File: config.mk
export PLATFORM = sky130hd
export DESIGN_NAME = instr_fetch_unit
export DESIGN_NICKNAME = d
export VERILOG_FILES = /design/src/rtl/ifu_pkg.sv /design/src/rtl/ifu_fifo.sv /design/src/rtl/instr_fetch_unit.sv
export SDC_FILE = /design/constraint.sdc
export NUM_CORES = 1
export LEC_CHECK = 0
export ABC_CLOCK_PERIOD_IN_PS = 2600
export CAP_MARGIN = 10
export CORE_ASPECT_RATIO = 1.25
export CORE_UTILIZATION = 30
export DETAILED_ROUTE_END_ITERATION = 7
export SYNTH_ARGS = -nofsm -noshare
export SYNTH_HDL_FRONTEND = slang
export SYNTH_SLANG_ARGS = --single-unit
File: constraint.sdc
create_clock -name clk -period 2.6 [get_ports clk]
set_clock_uncertainty 0.2 [all_clocks]
set_input_delay 0.26 -clock clk [delete_from_list [all_inputs] [get_ports clk]]
set_output_delay 0.26 -clock clk [all_outputs]
set_load 0.05 [all_outputs]
File: src/rtl/ifu_pkg.sv
// ---------------------------------------------------------------------------
// ifu_pkg
// Shared types and constants for the MIPS instruction fetch unit.
//   fetch_state_t : fetch FSM states (F_REQ, F_WAIT, F_DROP)
//   OP_* / FUNCT_*: bit positions of the opcode and function fields
//   PC_STEP       : PC increment per fetched word
//   INSTR_W       : instruction word width
//   alignPc()     : forces a PC onto a word boundary
// ---------------------------------------------------------------------------
package ifu_pkg;

  localparam int INSTR_W   = 32;
  localparam int OP_MSB    = 31;
  localparam int OP_LSB    = 26;
  localparam int FUNCT_MSB = 5;
  localparam int FUNCT_LSB = 0;

  localparam logic [31:0] PC_STEP = 32'd4;

  typedef enum logic [1:0] {
    F_REQ,
    F_WAIT,
    F_DROP
  } fetch_state_t;

  // Masking rather than slicing keeps every bit of the incoming PC in use.
  function automatic logic [31:0] alignPc(input logic [31:0] pc);
    return pc & ~32'h0000_0003;
  endfunction

endpackage

File: src/rtl/ifu_fifo.sv
// ---------------------------------------------------------------------------
// ifu_fifo
// Small instruction buffer between the memory side and the decoder.
// Each entry holds {pc, instr}; the head entry is presented combinationally.
// Ports:
//   clk, rst_n    : clock, asynchronous active-low reset
//   i_push        : write i_pushData at the tail
//   i_pushData    : {pc, instr} entry to store
//   i_pop         : drop the head entry
//   i_flush       : discard all entries (wins over push/pop)
//   o_headData    : head entry {pc, instr}
//   o_count       : number of stored entries
//   o_empty       : no entries stored
// ---------------------------------------------------------------------------
module ifu_fifo
  import ifu_pkg::*;
#(
  parameter int BUF_DEPTH = 2,
  parameter int CNT_W     = $clog2(BUF_DEPTH) + 1
) (
  input  logic                   clk,
  input  logic                   rst_n,
  input  logic                   i_push,
  input  logic [2*INSTR_W-1:0]   i_pushData,
  input  logic                   i_pop,
  input  logic                   i_flush,
  output logic [2*INSTR_W-1:0]   o_headData,
  output logic [CNT_W-1:0]       o_count,
  output logic                   o_empty
);

  localparam int AW = (BUF_DEPTH > 1) ? $clog2(BUF_DEPTH) : 1;

  logic [2*INSTR_W-1:0] r_mem [BUF_DEPTH];
  logic [AW-1:0]        r_wrPtr;
  logic [AW-1:0]        r_rdPtr;
  logic [CNT_W-1:0]     r_count;
  logic                 w_full;
  logic                 w_doPush;
  logic                 w_doPop;

  assign w_full  = (r_count == CNT_W'(BUF_DEPTH));
  assign o_empty = (r_count == '0);
  assign o_count = r_count;

  // A push into a full buffer is only accepted when the head leaves in the
  // same cycle; pointers wrap naturally because the depth is a power of two.
  assign w_doPop  = i_pop && !o_empty;
  assign w_doPush = i_push && (!w_full || w_doPop);

  assign o_headData = r_mem[r_rdPtr];

  always_ff @(posedge clk or negedge rst_n) begin
    if (!rst_n) begin
      r_wrPtr <= '0;
      r_rdPtr <= '0;
      r_count <= '0;
      for (int k = 0; k < BUF_DEPTH; k++) begin
        r_mem[k] <= '0;
      end
    end else if (i_flush) begin
      r_wrPtr <= '0;
      r_rdPtr <= '0;
      r_count <= '0;
    end else begin
      if (w_doPush) begin
        r_mem[r_wrPtr] <= i_pushData;
        r_wrPtr        <= r_wrPtr + AW'(1);
      end
      if (w_doPop) begin
        r_rdPtr <= r_rdPtr + AW'(1);
      end
      case ({w_doPush, w_doPop})
        2'b10:   r_count <= r_count + CNT_W'(1);
        2'b01:   r_count <= r_count - CNT_W'(1);
        default: r_count <= r_count;
      endcase
    end
  end

endmodule

File: src/rtl/instr_fetch_unit.sv
// ---------------------------------------------------------------------------
// instr_fetch_unit
// MIPS instruction fetch stage. Holds the PC, fetches words over a
// req/gnt/rvalid memory interface with at most one transaction in flight,
// buffers them in ifu_fifo and hands them to the decoder with valid/ready.
// A redirect flushes the buffer and restarts fetching at the new PC; a
// response still in flight at that moment is dropped in F_DROP.
// Optional feature macro: FETCH_PERF_CNT_EN adds the fetch_cnt output,
// counting instructions accepted by the decoder.
// Ports:
//   clk, rst_n           : clock, asynchronous active-low reset
//   imem_req/addr        : fetch request and word address
//   imem_gnt             : request accepted
//   imem_rvalid/rdata    : returned instruction word
//   instr_valid/ready    : decoder handshake
//   instr, instr_pc      : head instruction and its PC
//   OP, funct            : pre-split opcode and function fields
//   fetch_cnt            : delivered instruction count (macro only)
//   redirect/redirect_pc : branch/jump taken and its target
// ---------------------------------------------------------------------------
module instr_fetch_unit
  import ifu_pkg::*;
#(
  parameter logic [31:0] RESET_PC  = 32'h0000_0000,
  parameter int          BUF_DEPTH = 2
) (
  input  logic        clk,
  input  logic        rst_n,
  output logic        imem_req,
  output logic [31:0] imem_addr,
  input  logic        imem_gnt,
  input  logic        imem_rvalid,
  input  logic [31:0] imem_rdata,
  output logic        instr_valid,
  input  logic        instr_ready,
  output logic [31:0] instr,
  output logic [31:0] instr_pc,
  output logic [5:0]  OP,
  output logic [5:0]  funct,
`ifdef FETCH_PERF_CNT_EN
  output logic [31:0] fetch_cnt,
`endif
  input  logic        redirect,
  input  logic [31:0] redirect_pc
);

  localparam int CNT_W = $clog2(BUF_DEPTH) + 1;

  fetch_state_t         r_state;
  fetch_state_t         w_nextState;
  logic [31:0]          r_pc;
  logic [31:0]          r_reqAddr;
  logic                 r_started;
  logic                 w_grant;
  logic                 w_push;
  logic                 w_pop;
  logic                 w_empty;
  logic [CNT_W-1:0]     w_count;
  logic [CNT_W-1:0]     w_freeSlots;
  logic [2*INSTR_W-1:0] w_head;

  // A request is only raised when its response is guaranteed a slot, so the
  // buffer never overflows and rvalid needs no back-pressure. r_started holds
  // the request low for the first cycle after reset release.
  assign w_freeSlots = CNT_W'(BUF_DEPTH) - w_count;
  assign w_grant     = imem_req && imem_gnt;
  assign imem_addr   = r_pc;

  always_comb begin
    w_nextState = r_state;
    imem_req    = 1'b0;
    case (r_state)
      F_REQ: begin
        imem_req = r_started && (w_freeSlots != '0);
        if (redirect) begin
          w_nextState = (imem_req && imem_gnt) ? F_DROP : F_REQ;
        end else if (imem_req && imem_gnt) begin
          w_nextState = F_WAIT;
        end
      end
      F_WAIT: begin
        if (redirect) begin
          w_nextState = imem_rvalid ? F_REQ : F_DROP;
        end else if (imem_rvalid) begin
          w_nextState = F_REQ;
        end
      end
      F_DROP: begin
        // Stay here until the stale response arrives, even across further
        // redirects, so only one transaction is ever outstanding.
        if (imem_rvalid) begin
          w_nextState = F_REQ;
        end
      end
      default: w_nextState = F_REQ;
    endcase
  end

  always_ff @(posedge clk or negedge rst_n) begin
    if (!rst_n) begin
      r_state   <= F_REQ;
      r_started <= 1'b0;
    end else begin
      r_state   <= w_nextState;
      r_started <= 1'b1;
    end
  end

  // The granted address is remembered so the returned word is tagged with
  // its own PC while r_pc has already moved on.
  always_ff @(posedge clk or negedge rst_n) begin
    if (!rst_n) begin
      r_pc      <= RESET_PC;
      r_reqAddr <= '0;
    end else begin
      if (w_grant) begin
        r_reqAddr <= r_pc;
      end
      if (redirect) begin
        r_pc <= alignPc(redirect_pc);
      end else if (w_grant) begin
        r_pc <= r_pc + PC_STEP;
      end
    end
  end

  // Redirect discards the coincident response and ignores the coincident pop.
  assign w_push = (r_state == F_WAIT) && imem_rvalid && !redirect;
  assign w_pop  = instr_valid && instr_ready && !redirect;

  ifu_fifo #(
    .BUF_DEPTH (BUF_DEPTH),
    .CNT_W     (CNT_W)
  ) u_fifo (
    .clk        (clk),
    .rst_n      (rst_n),
    .i_push     (w_push),
    .i_pushData ({r_reqAddr, imem_rdata}),
    .i_pop      (w_pop),
    .i_flush    (redirect),
    .o_headData (w_head),
    .o_count    (w_count),
    .o_empty    (w_empty)
  );

  assign instr_valid = !w_empty;
  assign instr_pc    = w_head[2*INSTR_W-1:INSTR_W];
  assign instr       = w_head[INSTR_W-1:0];
  assign OP          = instr[OP_MSB:OP_LSB];
  assign funct       = instr[FUNCT_MSB:FUNCT_LSB];

`ifdef FETCH_PERF_CNT_EN
  logic [31:0] r_fetchCnt;

  // Counts decoder pops only; a redirect leaves the running total alone.
  always_ff @(posedge clk or negedge rst_n) begin
    if (!rst_n) begin
      r_fetchCnt <= '0;
    end else if (w_pop) begin
      r_fetchCnt <= r_fetchCnt + 32'd1;
    end
  end

  assign fetch_cnt = r_fetchCnt;
`endif

endmodule
== Yosys cells after proc, flatten, opt, wreduce, memory -nomap -nowiden ==
Cells that the tools add are included.
Operators by class
  $add $sub $neg: 6
  $lt $le $gt $ge: 3
  equality and inequality tests: 6
  mux-type cells: 22
  bitwise gates (word level): 3
  reductions and logical operators: 22
Operators by type and width (number)
  $mux W64: 4
  $bwmux W128: 1
  $demux W64 S1: 1
  $mux W32: 2
  $add A32 B3 Y32 const B: 1
  $mux W2: 7
  $logic_and A1 B1 Y1: 10
  $reduce_bool A2 Y1: 4
  $eq A2 B2 Y1 const B: 3
  $pmux W2 S3: 1
  $mux W1: 5
  $eq A2 B1 Y1 const B: 2
  $ge A2 B2 Y1 const B: 2
  $logic_not A2 Y1: 2
  $not A1 Y2: 2
  $pmux W2 S2: 1
  $logic_not A1 Y1: 3
  $ne A3 B3 Y1 const B: 1
  $reduce_bool A3 Y1: 1
  $add A1 B1 Y1 const B: 2
  $add A2 B1 Y2 const B: 1
  $lt A2 B1 Y1 const B: 1
  $reduce_and A2 Y1: 1
  $sub A2 B1 Y2 const B: 1
  other kinds (3): 3
Word-level totals
  register bits: 199
  bits of input ports: 70

== Longest topological paths before layout ==
Gate-level depths: netlist of run 1.
  word-level depth: 10
  depth in mapped cells: 8
  depth with buffers taken out: 6

== By module ==
Synthesis of run 1 repeated with hierarchy kept, for this count alone.
Unflattened totals
  cell total of the unflattened synthesis: 724
  area, all modules: 9090.0 µm²
Modules (own cells, without submodules)
  ifu_fifo: instances 1, cells an instance 365, area each 5913.2 µm², seq. area each 3303.2 µm²
  instr_fetch_unit: instances 1, cells an instance 359, area each 3176.8 µm², seq. area each 1576.5 µm²

== Least setup slack after synthesis of run 1 ==
No wires, ideal clock.
  kind: register to output
  start point: register u_fifo.r_count[1] (netlist: u_fifo.o_count[1])
  end point: output imem_req
  arrival time: 2.237 ns
  data required time: 2.140 ns
  slack: -0.097 ns
  cell stages (with the launch flop): 3
  buffers on the path: 0
  cells stage by stage: dfrtp_1 nor2b_1 nor4b_1
Between the ends
  cells in the longest elaborated chain, start to end: 4
RTL lines
  start, declared: RTL line ifu_fifo.sv:37  | logic [CNT_W-1:0] r_count;
  start signal, assigned: RTL line ifu_fifo.sv:74  | 2'b10: r_count <= r_count + CNT_W'(1);
  start signal, assigned: RTL line ifu_fifo.sv:75  | 2'b01: r_count <= r_count - CNT_W'(1);
  start signal, assigned: RTL line ifu_fifo.sv:76  | default: r_count <= r_count;
  $sub A2 B2 Y2: RTL line instr_fetch_unit.sv:65  | assign w_freeSlots = CNT_W'(BUF_DEPTH) - w_count;
  $reduce_bool A2 Y1: RTL line instr_fetch_unit.sv:74  | imem_req = r_started && (w_freeSlots != '0);
  $logic_and A1 B1 Y1: RTL line instr_fetch_unit.sv:74
  $mux W1: RTL line instr_fetch_unit.sv:72  | case (r_state)
  end, declared: RTL line instr_fetch_unit.sv:29  | output logic imem_req,
Every way passes these cells.

== Final worst setup path of run 1 ==
  start point: register u_fifo.r_rdPtr
  end point: output instr[30]
Between the ends
  cells in the longest elaborated chain, start to end: 4
RTL lines
  start, declared: RTL line ifu_fifo.sv:36  | logic [AW-1:0] r_rdPtr;
  start signal, assigned: RTL line ifu_fifo.sv:71  | r_rdPtr <= r_rdPtr + AW'(1);
  $not A1 Y2 (not written as such): RTL line ifu_fifo.sv:51  | assign o_headData = r_mem[r_rdPtr];
  $mux W64 (not written as such) (3 in series): RTL line ifu_fifo.sv:51
  end, declared: RTL line instr_fetch_unit.sv:36  | output logic [31:0] instr,
Every way passes these cells. The select of a mux whose other input is x is not followed.

==> flow_summary.yaml, run 1 <==
outcome:
  status: "finished, final reports clean"
hold_path:
  hold_path_depth: 5
  hold_path_class: "in -> reg"
logic_synthesis:
  synth_compound_area_share_pct: 2.17
  synth_seq_cells: 191
  synthArstFlopShare_pct: 100
  synthSimpleGateAreaFrac_pct: 6.86
  synthMuxAreaShare_pct: 28.5
  synth_ff_type: "dfrtp_1"
  synth_top_family_by_area: "multiplexers"
  synth.area.top_cells: "dfrtp_1 55%, mux2_2 27%, xor2_1 2.3%, buf_4 1.8%, nand2_1 1.7%"
  yosys.area.top_type_share_pct: 55.3
  post-synth-top-area-cell: "dfrtp_1"
  synth_edf_count: 0
  avgSynthCellArea_sq_um: 13.5
  synthAdderAreaFrac_pct: 0.145
  yosysWarnings: 0
  synth.distinct_cells: 42
  synth_cells: 639
  synth_area_sq_um: 8640
  yosys.area_share.xor_xnor_pct: 2.94
  yosysSeqAreaShare_pct: 55.3
  ys_top_cells_by_count: "209 x mux2_2, 191 x dfrtp_1, 40 x nand2_1"
  synth_most_common_cell: "mux2_2"
route:
  wl_um: 20000
  drt_pass1_iterations: 6
  via_per_inst: 4.68
  wire_per_inst_um: 17.0
  drtIter0Drc: 175
  ant_nets: 0
  drc: 0
  vias: 5517
floorplan:
  start_util_pct: 30.4
  io_pins: 180
  die_h_um: 192
  dieArea_sq_um: 29500
  die_w_um: 154
  core_area_sq_um: 28400
  num_rows: 69
finish:
  fin_nets: 881
  regArea_sq_um: 4780
  fillCellCount: 2722
  multi_input_comb_area_sq_um: 3560
  final_area_sq_um: 11300
  area_delta_synth_final_pct: 30.7
  drive_above_1_share_pct: 43.1
worst_setup_path:
  cp_slowest_cell: "dfrtp_4"
  end_kind: "primary output"
  crit_chain: "buf_12, mux2_2, buf_4"
  setup.worst_path.class: "reg -> out"
  rr_worst_depth: 6
  cp.arrival_ps: 2040
  startpoint_type: "register"
  path_max_fanout: 27
  slowest_delay_ps: 760
  worst_ep_required_time_ps: 2140
power_and_ir_drop:
  clockPowerShare_pct: 25.7
  p_int_mw: 6.41
  comb_power_share_pct: 36.6
  swShare_pct: 37.4
  p_sw_mw: 3.82
  powerDensity_nw_per_um2: 905
  p_seq_share_pct: 37.7
  leakagePower_nw: 5.16
  max-vdd-ir-drop_uv: 472
placed_design:
  gp_congestion: 0.688
  dpl.hpwl_um: 13400
  port_buffers: 173
  placed_area_sq_um: 10700
  dp_slack_ps: 273
global_routing:
  antenna_found_initial: 1
  grt_pass1_vias: 5870
  grt-ovfl-total: 0
  grt_max_degree: 80
  grt_use_total_pct: 14.3
  grt_pass1_wl_um: 32300
sta:
  worst_pin_slew_ps: 676
  layout_min_cycle_time_ps: 2500
  holdWs_ps: 122
  grt_setup_unrepaired: "no"
  worst_slack_ps: 97.2
  finalMaxSlewViolations: 0
  finalSetupViolCount: 0
  max_freq_mhz: 400
  fin_crit_sh_pct: 96.3
  fin_tns_setup_ps: 0
  slew_headroom_pct: 54.9
  hold_violations: 0
run:
  cap_viol_max_count: 0
clock_network:
  cts_buffer_depth: 2
  worstSkewPairLatency_ps: 440
  clk_pin_slew_worst_paths_ps: 70
  cts_made_buffers: 17
  cts_root_buf: "clkbuf_16"
  tritoncts: "built"
  clock_sinks: 191
  htree_num_levels: 4
  postCtsSetupBuffers: 0
[timing repair]
| action | 4_1_cts | 5_1_grt |
|---|---|---|
| hold buffers | 1 | 0 |
| endpoints found under the setup margin | 0 | 0 |
| resized for setup | 0 | 0 |
| hold endpoints to repair | 76 | 0 |
[power by group through the flow]
stage          sequential, mW  combinational, mW  clock [mW]
6_report                 3.86               3.75        2.63
5_1_grt                  3.95               3.95        2.84
4_1_cts                  3.87               3.79        2.72
3_5_place_dp             3.92               3.78           0
3_3_place_gp             3.91               3.76           0
2_1_floorplan            3.97               2.59           0
[sequential cells by signal, summed over array words and instances, names as in the netlist]
signal          flops
u_fifo.r_rdPtr      1
r_state             2
u_fifo.o_count      2
r_reqAddr          30
u_fifo.r_wrPtr      1
imem_addr          30
r_started           1
u_fifo.r_mem      124
[routing by layer]
layer	up-vias	track usage (%)	routed length (um)
li1	2582	-	-
met1	2791	18.0	9080
met2	130	23.7	9690
met3	14	4.15	1000
met4	0	4.35	250
met5	-	0	0
[kinds of logic (layout without fill, tap and decap cells)]
| kind of cell | count (synthesis) | in the layout |
|---|---|---|
| simple gates | 107 | 107 |
| flops | 191 | 191 |
| buf+inv | 55 | 235 |
| compound gates | 35 | 35 |
| xor+xnor | 29 | 29 |
| mux | 219 | 219 |
| other cells | 2 | 6 |
| fa+ha+maj | 1 | 1 |
[critical path: cells and delay by family (launching register included)]
| family | cells | cell delay [ps] |
|---|---|---|
| buf+inv | 2 | 450 |
| flops | 1 | 760 |
| mux | 1 | 380 |
[cell type report]
type	count	share of cell area (%)
Clock inverter	10	1.13
Tap cell	355	3.93
Antenna cell	1	0.0221
Multi-Input combinational cell	396	31.5
Inverter	3	0.0996
Clock buffer	21	3.99
Timing Repair Buffer	201	17.0
Sequential cell	191	42.3
[layout by cell type, fill, tap and decap left out, types with 4 or more instances in the layout]
cell type,netlist,layout
clkdlybuf4s50_1,0,96
dfrtp_1,191,190
o21ai_1,7,7
clkbuf_16,0,17
nand2_1,40,39
mux2_1,9,9
inv_6,0,4
o21ai_0,22,22
and3_1,12,12
nor3_1,5,5
nand4_1,15,15
xor2_1,23,23
buf_4,21,89
xnor2_1,6,6
nand3_1,8,8
nor2_1,6,6
buf_12,0,13
conb_1,2,5
mux2_2,209,209
[metrics by stage]
step / util, % / std cells / total power [mW]
after floorplan: - / 642 / 6.56
after global placement: 37.7 / 1145 / 7.66
after detailed placement: 37.7 / 1145 / 7.70
after CTS: 39.8 / 1177 / 10.4
after global routing: 39.8 / 1177 / 10.7
final: 39.8 / 1178 / 10.2
[final timing paths]
check / start / end / slack [ps]
setup / recovery: u_fifo.r_rdPtr / instr[30] / 100
hold / removal: redirect / u_fifo.o_count[1] / 120
setup reg to reg: imem_addr[5] / imem_addr[17] / 310
hold reg to reg: u_fifo.r_mem[123] / u_fifo.r_mem[123] / 280
max in group asynchronous: rst_n / u_fifo.r_mem[71] / 1270
min in group asynchronous: rst_n / imem_addr[10] / 240
Power figures use the tool's default switching activity.
==> run 2, diff against run 1 <==
--- a/config.mk
+++ b/config.mk
@@ -5,11 +5,12 @@
 export SDC_FILE = /design/constraint.sdc
 export NUM_CORES = 1
 export LEC_CHECK = 0
-export ABC_CLOCK_PERIOD_IN_PS = 2600
+export ABC_CLOCK_PERIOD_IN_PS = 3100
 export CAP_MARGIN = 10
 export CORE_ASPECT_RATIO = 1.25
-export CORE_UTILIZATION = 30
+export CORE_UTILIZATION = 55
 export DETAILED_ROUTE_END_ITERATION = 7
+export PLACE_DENSITY = 0.85
 export SYNTH_ARGS = -nofsm -noshare
 export SYNTH_HDL_FRONTEND = slang
 export SYNTH_SLANG_ARGS = --single-unit
==> constraint.sdc (replaced) <==
create_clock -name clk -period 3.1 [get_ports clk]
set_clock_uncertainty 0.2 [all_clocks]
set_input_delay 0.31 -clock clk [delete_from_list [all_inputs] [get_ports clk]]
set_output_delay 0.31 -clock clk [all_outputs]
set_load 0.05 [all_outputs]
==> run 2 against run 1 <==
Critical path depth unchanged. Power decreased by 15%. Non-clock buffer count decreased by 12. Largest cell class unchanged. Die area fell by 45%.
==> flow_summary.yaml, run 2 (synthesis results as in run 1) <==
worst_setup_path:
  crit-reg2reg-launch: "r_state[0]"
  cp.arrival_ps: 2270
  regToRegSetupSlack_ps: 660
  path_max_fanout: 6
  startpoint_type: "register"
  end_kind: "primary output"
  setup.worst_path.class: "reg -> out"
  cp_slowest_cell: "clkdlybuf4s50_1"
  startpoint: "u_fifo.o_count[1]"
  slowest_delay_ps: 890
  critPathCapture: "imem_req"
  rr_worst_depth: 6
  worst_ep_required_time_ps: 2590
  r2r-end: "u_fifo.r_mem[107]"
  crit_chain: "nor2b_1, nor4b_1, clkdlybuf4s50_1"
power_and_ir_drop:
  leakagePower_nw: 4.97
  powerDensity_nw_per_um2: 783
  max-vdd-ir-drop_uv: 447
route:
  drc: 0
  vias: 5655
  via_per_inst: 5.56
  wl_um: 19100
  wire_per_inst_um: 18.7
  ant_nets: 0
  drtIter0Drc: 272
  drt_pass1_iterations: 4
sta:
  hold_violations: 0
  finalMaxSlewViolations: 0
  fin_tns_setup_ps: 0
  max_freq_mhz: 360
  worst_pin_slew_ps: 787
  finalSetupViolCount: 0
  fin_crit_sh_pct: 89.5
  holdWs_ps: 77.6
  grt_setup_unrepaired: "no"
  layout_min_cycle_time_ps: 2780
  slew_headroom_pct: 47.5
global_routing:
  use_met1_pct: 30.4
  met2_usage_pct: 42.8
  grt_max_degree: 103
  use_met3_pct: 7.07
  grt_pass1_wl_um: 31100
  antenna_found_initial: 0
  grt-ovfl-total: 0
  top_usage_layer: "met2"
  grt_use_total_pct: 25.0
  grt_pass1_vias: 6175
finish:
  final_cell_mix: "209 x mux2_2, 190 x dfrtp_1, 171 x clkdlybuf4s50_1"
  antenna_cells: 0
  largest_reg_flops: 124
  drive_above_1_share_pct: 32.9
  regMostFlops: "u_fifo.r_mem"
  final_common_cell: "mux2_2"
  fin_nets: 869
  area_delta_synth_final_pct: 28.2
clock_network:
  clk_pin_slew_worst_paths_ps: 60
  tritoncts: "built"
  worstSkewPairLatency_ps: 420
  cts_root_buf: "clkbuf_16"
  cts_made_buffers: 17
  cts_buffer_depth: 2
  htree_num_levels: 4
  clock_sinks: 191
placed_design:
  dpl.hpwl_um: 13000
  port_buffers: 173
  gp_congestion: 0.809
floorplan:
  dieArea_sq_um: 16200
  core_area_sq_um: 15100
  io_pins: 180
  num_rows: 50
  die_h_um: 142
  die_w_um: 114
  start_util_pct: 57.1
hold_path:
  min-delay-start: "redirect"
  hold_path_class: "in -> reg"
outcome:
  status: "finished, final reports clean"
run:
  cap_viol_max_count: 0
==> run 2: changes by cell type in the layout (fill, tap and decap cells not counted), sizes merged <==
| cell | before | now |
|---|---|---|
| buf | 103 | 16 |
| diode | 1 | 0 |
| clkbuf | 22 | 26 |
| clkinvlp | 2 | 1 |
| clkdlybuf4s50 | 96 | 171 |
| inv | 7 | 3 |
==> run 2: layer usage <==
metal | vias up | part of all wire [%]
met3 | 25 | 6.6
met1 | 2878 | 41
met2 | 203 | 51
met4 | 0 | 1.5
met5 | - | 0
li1 | 2549 | -
==> run 2: layout make-up <==
type / count / area [sq um]
Sequential cell: 191 / 4780
Fill cell: 1011 / 4060
Multi-Input combinational cell: 396 / 3550
Timing Repair Buffer: 189 / 1890
Clock buffer: 25 / 515
Tap cell: 208 / 260
Clock inverter: 5 / 77.6
Inverter: 3 / 11.3
==> run 2: worst min path at each step <==
| stage | to | slack (ps) | depth (start not counted) |
|---|---|---|---|
| detailed placement | u_fifo.r_mem[70] | 260 | 1 |
| global route | u_fifo.o_count[1] | 100 | 4 |
| global placement | u_fifo.r_mem[70] | 240 | 1 |
| finish | u_fifo.o_count[1] | 80 | 4 |
| floorplan | imem_addr[10] | -190 | 0 |
| CTS | u_fifo.o_count[1] | 60 | 4 |
==> run 2: stage by stage <==
stage / setup WS (ps) / power (mW) / cell area (sq um) / cells / util [%]
after floorplan: 353 / 5.50 / 8660 / 642 / -
after global placement: 449 / 6.43 / 10500 / 986 / 69.2
after detailed placement: 362 / 6.55 / 10500 / 986 / 69.2
after CTS: 284 / 8.74 / 11100 / 1017 / 73.2
after global routing: 201 / 9.01 / 11100 / 1017 / 73.2
final: 324 / 8.68 / 11100 / 1017 / 73.2
==> run 2: critical path, delay by kind of cell (launching register included) <==
family / cells / cell delay (ps)
buffers and inverters: 1 / 890
AND/OR/NAND/NOR: 2 / 530
flip-flops: 1 / 430
==> run 2: what timing repair did <==
action                                 4_1_cts  5_1_grt
gates resized for setup                      0        0
hold buffers                                 1        0
buffers inserted                             0        0
endpoints found under the hold margin       98        0
==> run 2: where the power goes <==
group          switching (mW)  total (mW)  internal (mW)
Clock                   0.863        2.17           1.31
Combinational            1.95        3.22           1.28
Sequential              0.316        3.28           2.97
==> run 3, diff against run 2 <==
--- a/config.mk
+++ b/config.mk
@@ -6,11 +6,12 @@
 export NUM_CORES = 1
 export LEC_CHECK = 0
 export ABC_CLOCK_PERIOD_IN_PS = 3100
-export CAP_MARGIN = 10
+export CAP_MARGIN = 15
 export CORE_ASPECT_RATIO = 1.25
 export CORE_UTILIZATION = 55
 export DETAILED_ROUTE_END_ITERATION = 7
 export PLACE_DENSITY = 0.85
+export REMOVE_ABC_BUFFERS = 1
 export SYNTH_ARGS = -nofsm -noshare
 export SYNTH_HDL_FRONTEND = slang
 export SYNTH_SLANG_ARGS = --single-unit
==> run 3 against run 2 <==
Via count is 1.1% higher. Power down 0.44%. Sequential power is essentially flat. Worst hold slack improved by 30 ps. Clock power shrank 2%. Final cell count about the same. Utilization stayed put. Critical path type unchanged. Largest cell class unchanged.
==> flow_summary.yaml, run 3 (synthesis results as in run 1) <==
outcome:
  status: "finished, final reports clean"
global_routing:
  grt_pass1_wl_um: 31200
  grt-ovfl-total: 0
  antenna_found_initial: 0
  grt_pass1_vias: 6283
  grt_use_total_pct: 25.1
  grt_max_degree: 95
sta:
  finalMaxSlewViolations: 0
  fin_crit_sh_pct: 97.6
  finalSetupViolCount: 0
  layout_min_cycle_time_ps: 3030
  max_freq_mhz: 330
  hold_violations: 0
  slew_headroom_pct: 51.3
  holdWs_ps: 107
  grt_setup_unrepaired: "no"
  worst_pin_slew_ps: 730
power_and_ir_drop:
  powerDensity_nw_per_um2: 779
  max-vdd-ir-drop_uv: 384
  leakagePower_nw: 4.95
finish:
  antenna_cells: 0
  final_common_cell: "mux2_2"
  final_area_sq_um: 11100
  multi_input_comb_area_sq_um: 3540
  drive_above_1_share_pct: 33.0
  fillCellCount: 1044
  fin_nets: 869
  area_delta_synth_final_pct: 28.2
  largest_reg_flops: 124
  final_cell_mix: "209 x mux2_2, 190 x dfrtp_1, 171 x clkdlybuf4s50_1"
  regArea_sq_um: 4780
  regMostFlops: "u_fifo.r_mem"
floorplan:
  core_area_sq_um: 15100
  start_util_pct: 57.1
  num_rows: 50
  io_pins: 180
  die_w_um: 114
  dieArea_sq_um: 16200
  die_h_um: 142
route:
  ant_nets: 0
  vias: 5717
  wire_per_inst_um: 18.9
  drt_pass1_iterations: 5
  drc: 0
  drtIter0Drc: 308
  wl_um: 19200
  via_per_inst: 5.62
worst_setup_path:
  worst_ep_required_time_ps: 2590
  path_max_fanout: 26
  crit_chain: "buf_12, mux2_2, clkdlybuf4s50_1"
  setup.worst_path.class: "reg -> out"
  crit-reg2reg-launch: "r_state[0]"
  r2r-end: "u_fifo.r_mem[53]"
  slowest_delay_ps: 740
  cp_slowest_cell: "clkdlybuf4s50_1"
  cp.arrival_ps: 2520
  startpoint_type: "register"
  end_kind: "primary output"
  rr_worst_depth: 6
  regToRegSetupSlack_ps: 670
  cp_top_family: "buffers and inverters"
  critPathBufInv: 2
  startpoint: "u_fifo.r_rdPtr"
hold_path:
  holdPathEnd: "u_fifo.o_count[1]"
  hold_path_depth: 4
  min-delay-start: "redirect"
  hold_path_class: "in -> reg"
clock_network:
  clock_sinks: 191
  worstSkewPairLatency_ps: 430
  cts_root_buf: "clkbuf_16"
  cts_made_buffers: 17
  htree_num_levels: 4
  cts_buffer_depth: 2
  clk_pin_slew_worst_paths_ps: 70
  tritoncts: "built"
run:
  cap_viol_max_count: 0
placed_design:
  placed_area_sq_um: 10500
  port_buffers: 173
  gp_congestion: 0.818
  dpl.hpwl_um: 13000
[run 3: changes by cell type in the layout (fill, tap and decap cells not counted)]
cell,previous run,this run
clkbuf_8,7,3
buf_12,3,5
buf_4,12,10
clkinv_2,2,4
clkinv_4,0,1
clkinvlp_4,1,2
inv_6,0,1
nand2_2,0,1
nand2_4,1,0
[run 3: area by class of cell]
type | count | share of cell area (%)
inverter | 3 | 0.102
multi-input combinational | 396 | 32.0
tap | 208 | 2.35
timing repair buffer | 189 | 17.3
clock buffer | 21 | 4.15
clock inverter | 10 | 1.02
sequential | 191 | 43.1
[run 3: how the worst max path moves through the flow]
stage                       end  slack [ps]  depth (start not counted)
2_1_floorplan      r_reqAddr[4]        -150                          3
6_report           instr_pc[10]          70                          3
5_1_grt            instr_pc[10]           2                          3
3_5_place_dp    u_fifo.r_mem[6]         430                          7
4_1_cts            instr_pc[10]          70                          3
3_3_place_gp   u_fifo.r_mem[18]         510                          7
[run 3: worst register-to-register path: stages, from the launching register on]
cell and delay, ps:
dfrtp_1 530, nand2_1 120, nor3_2 280, o31a_1 250, nand2_2 270, buf_12 300, mux2_2 380
[run 3: stage by stage]
step	total power [mW]	instances	setup slack [ps]	setup TNS [ps]	util, %
floorplan	5.41	590	-146	-4440	-
global placement	6.43	986	510	0	69.4
detailed placement	6.55	986	434	0	69.4
CTS	8.70	1018	70.0	0	73.2
global route	8.98	1018	1.50	0	73.2
finish	8.64	1018	74.2	0	73.2
[run 3: layer usage]
layer  track usage (%)  vias to the layer above  wire (um)
li1                  -                     2548          -
met4              10.7                        0        467
met5                 0                        -          0
met3              5.71                       40       1100
met1              29.5                     2925       7550
met2              44.1                      204      10100
[run 3: where the power goes]
part	switching, mW	total [mW]	internal [mW]
Combinational	1.95	3.23	1.28
Clock	0.905	2.13	1.22
Sequential	0.319	3.28	2.96
Total	3.17	8.64	5.47
[run 3: repair_timing]
action / in CTS / in global routing
hold buffers: 1 / 0
setup buffers: 0 / 0
hold endpoints to repair: 91 / 0
gates resized for setup: 0 / 0
setup endpoints to repair: 0 / 0
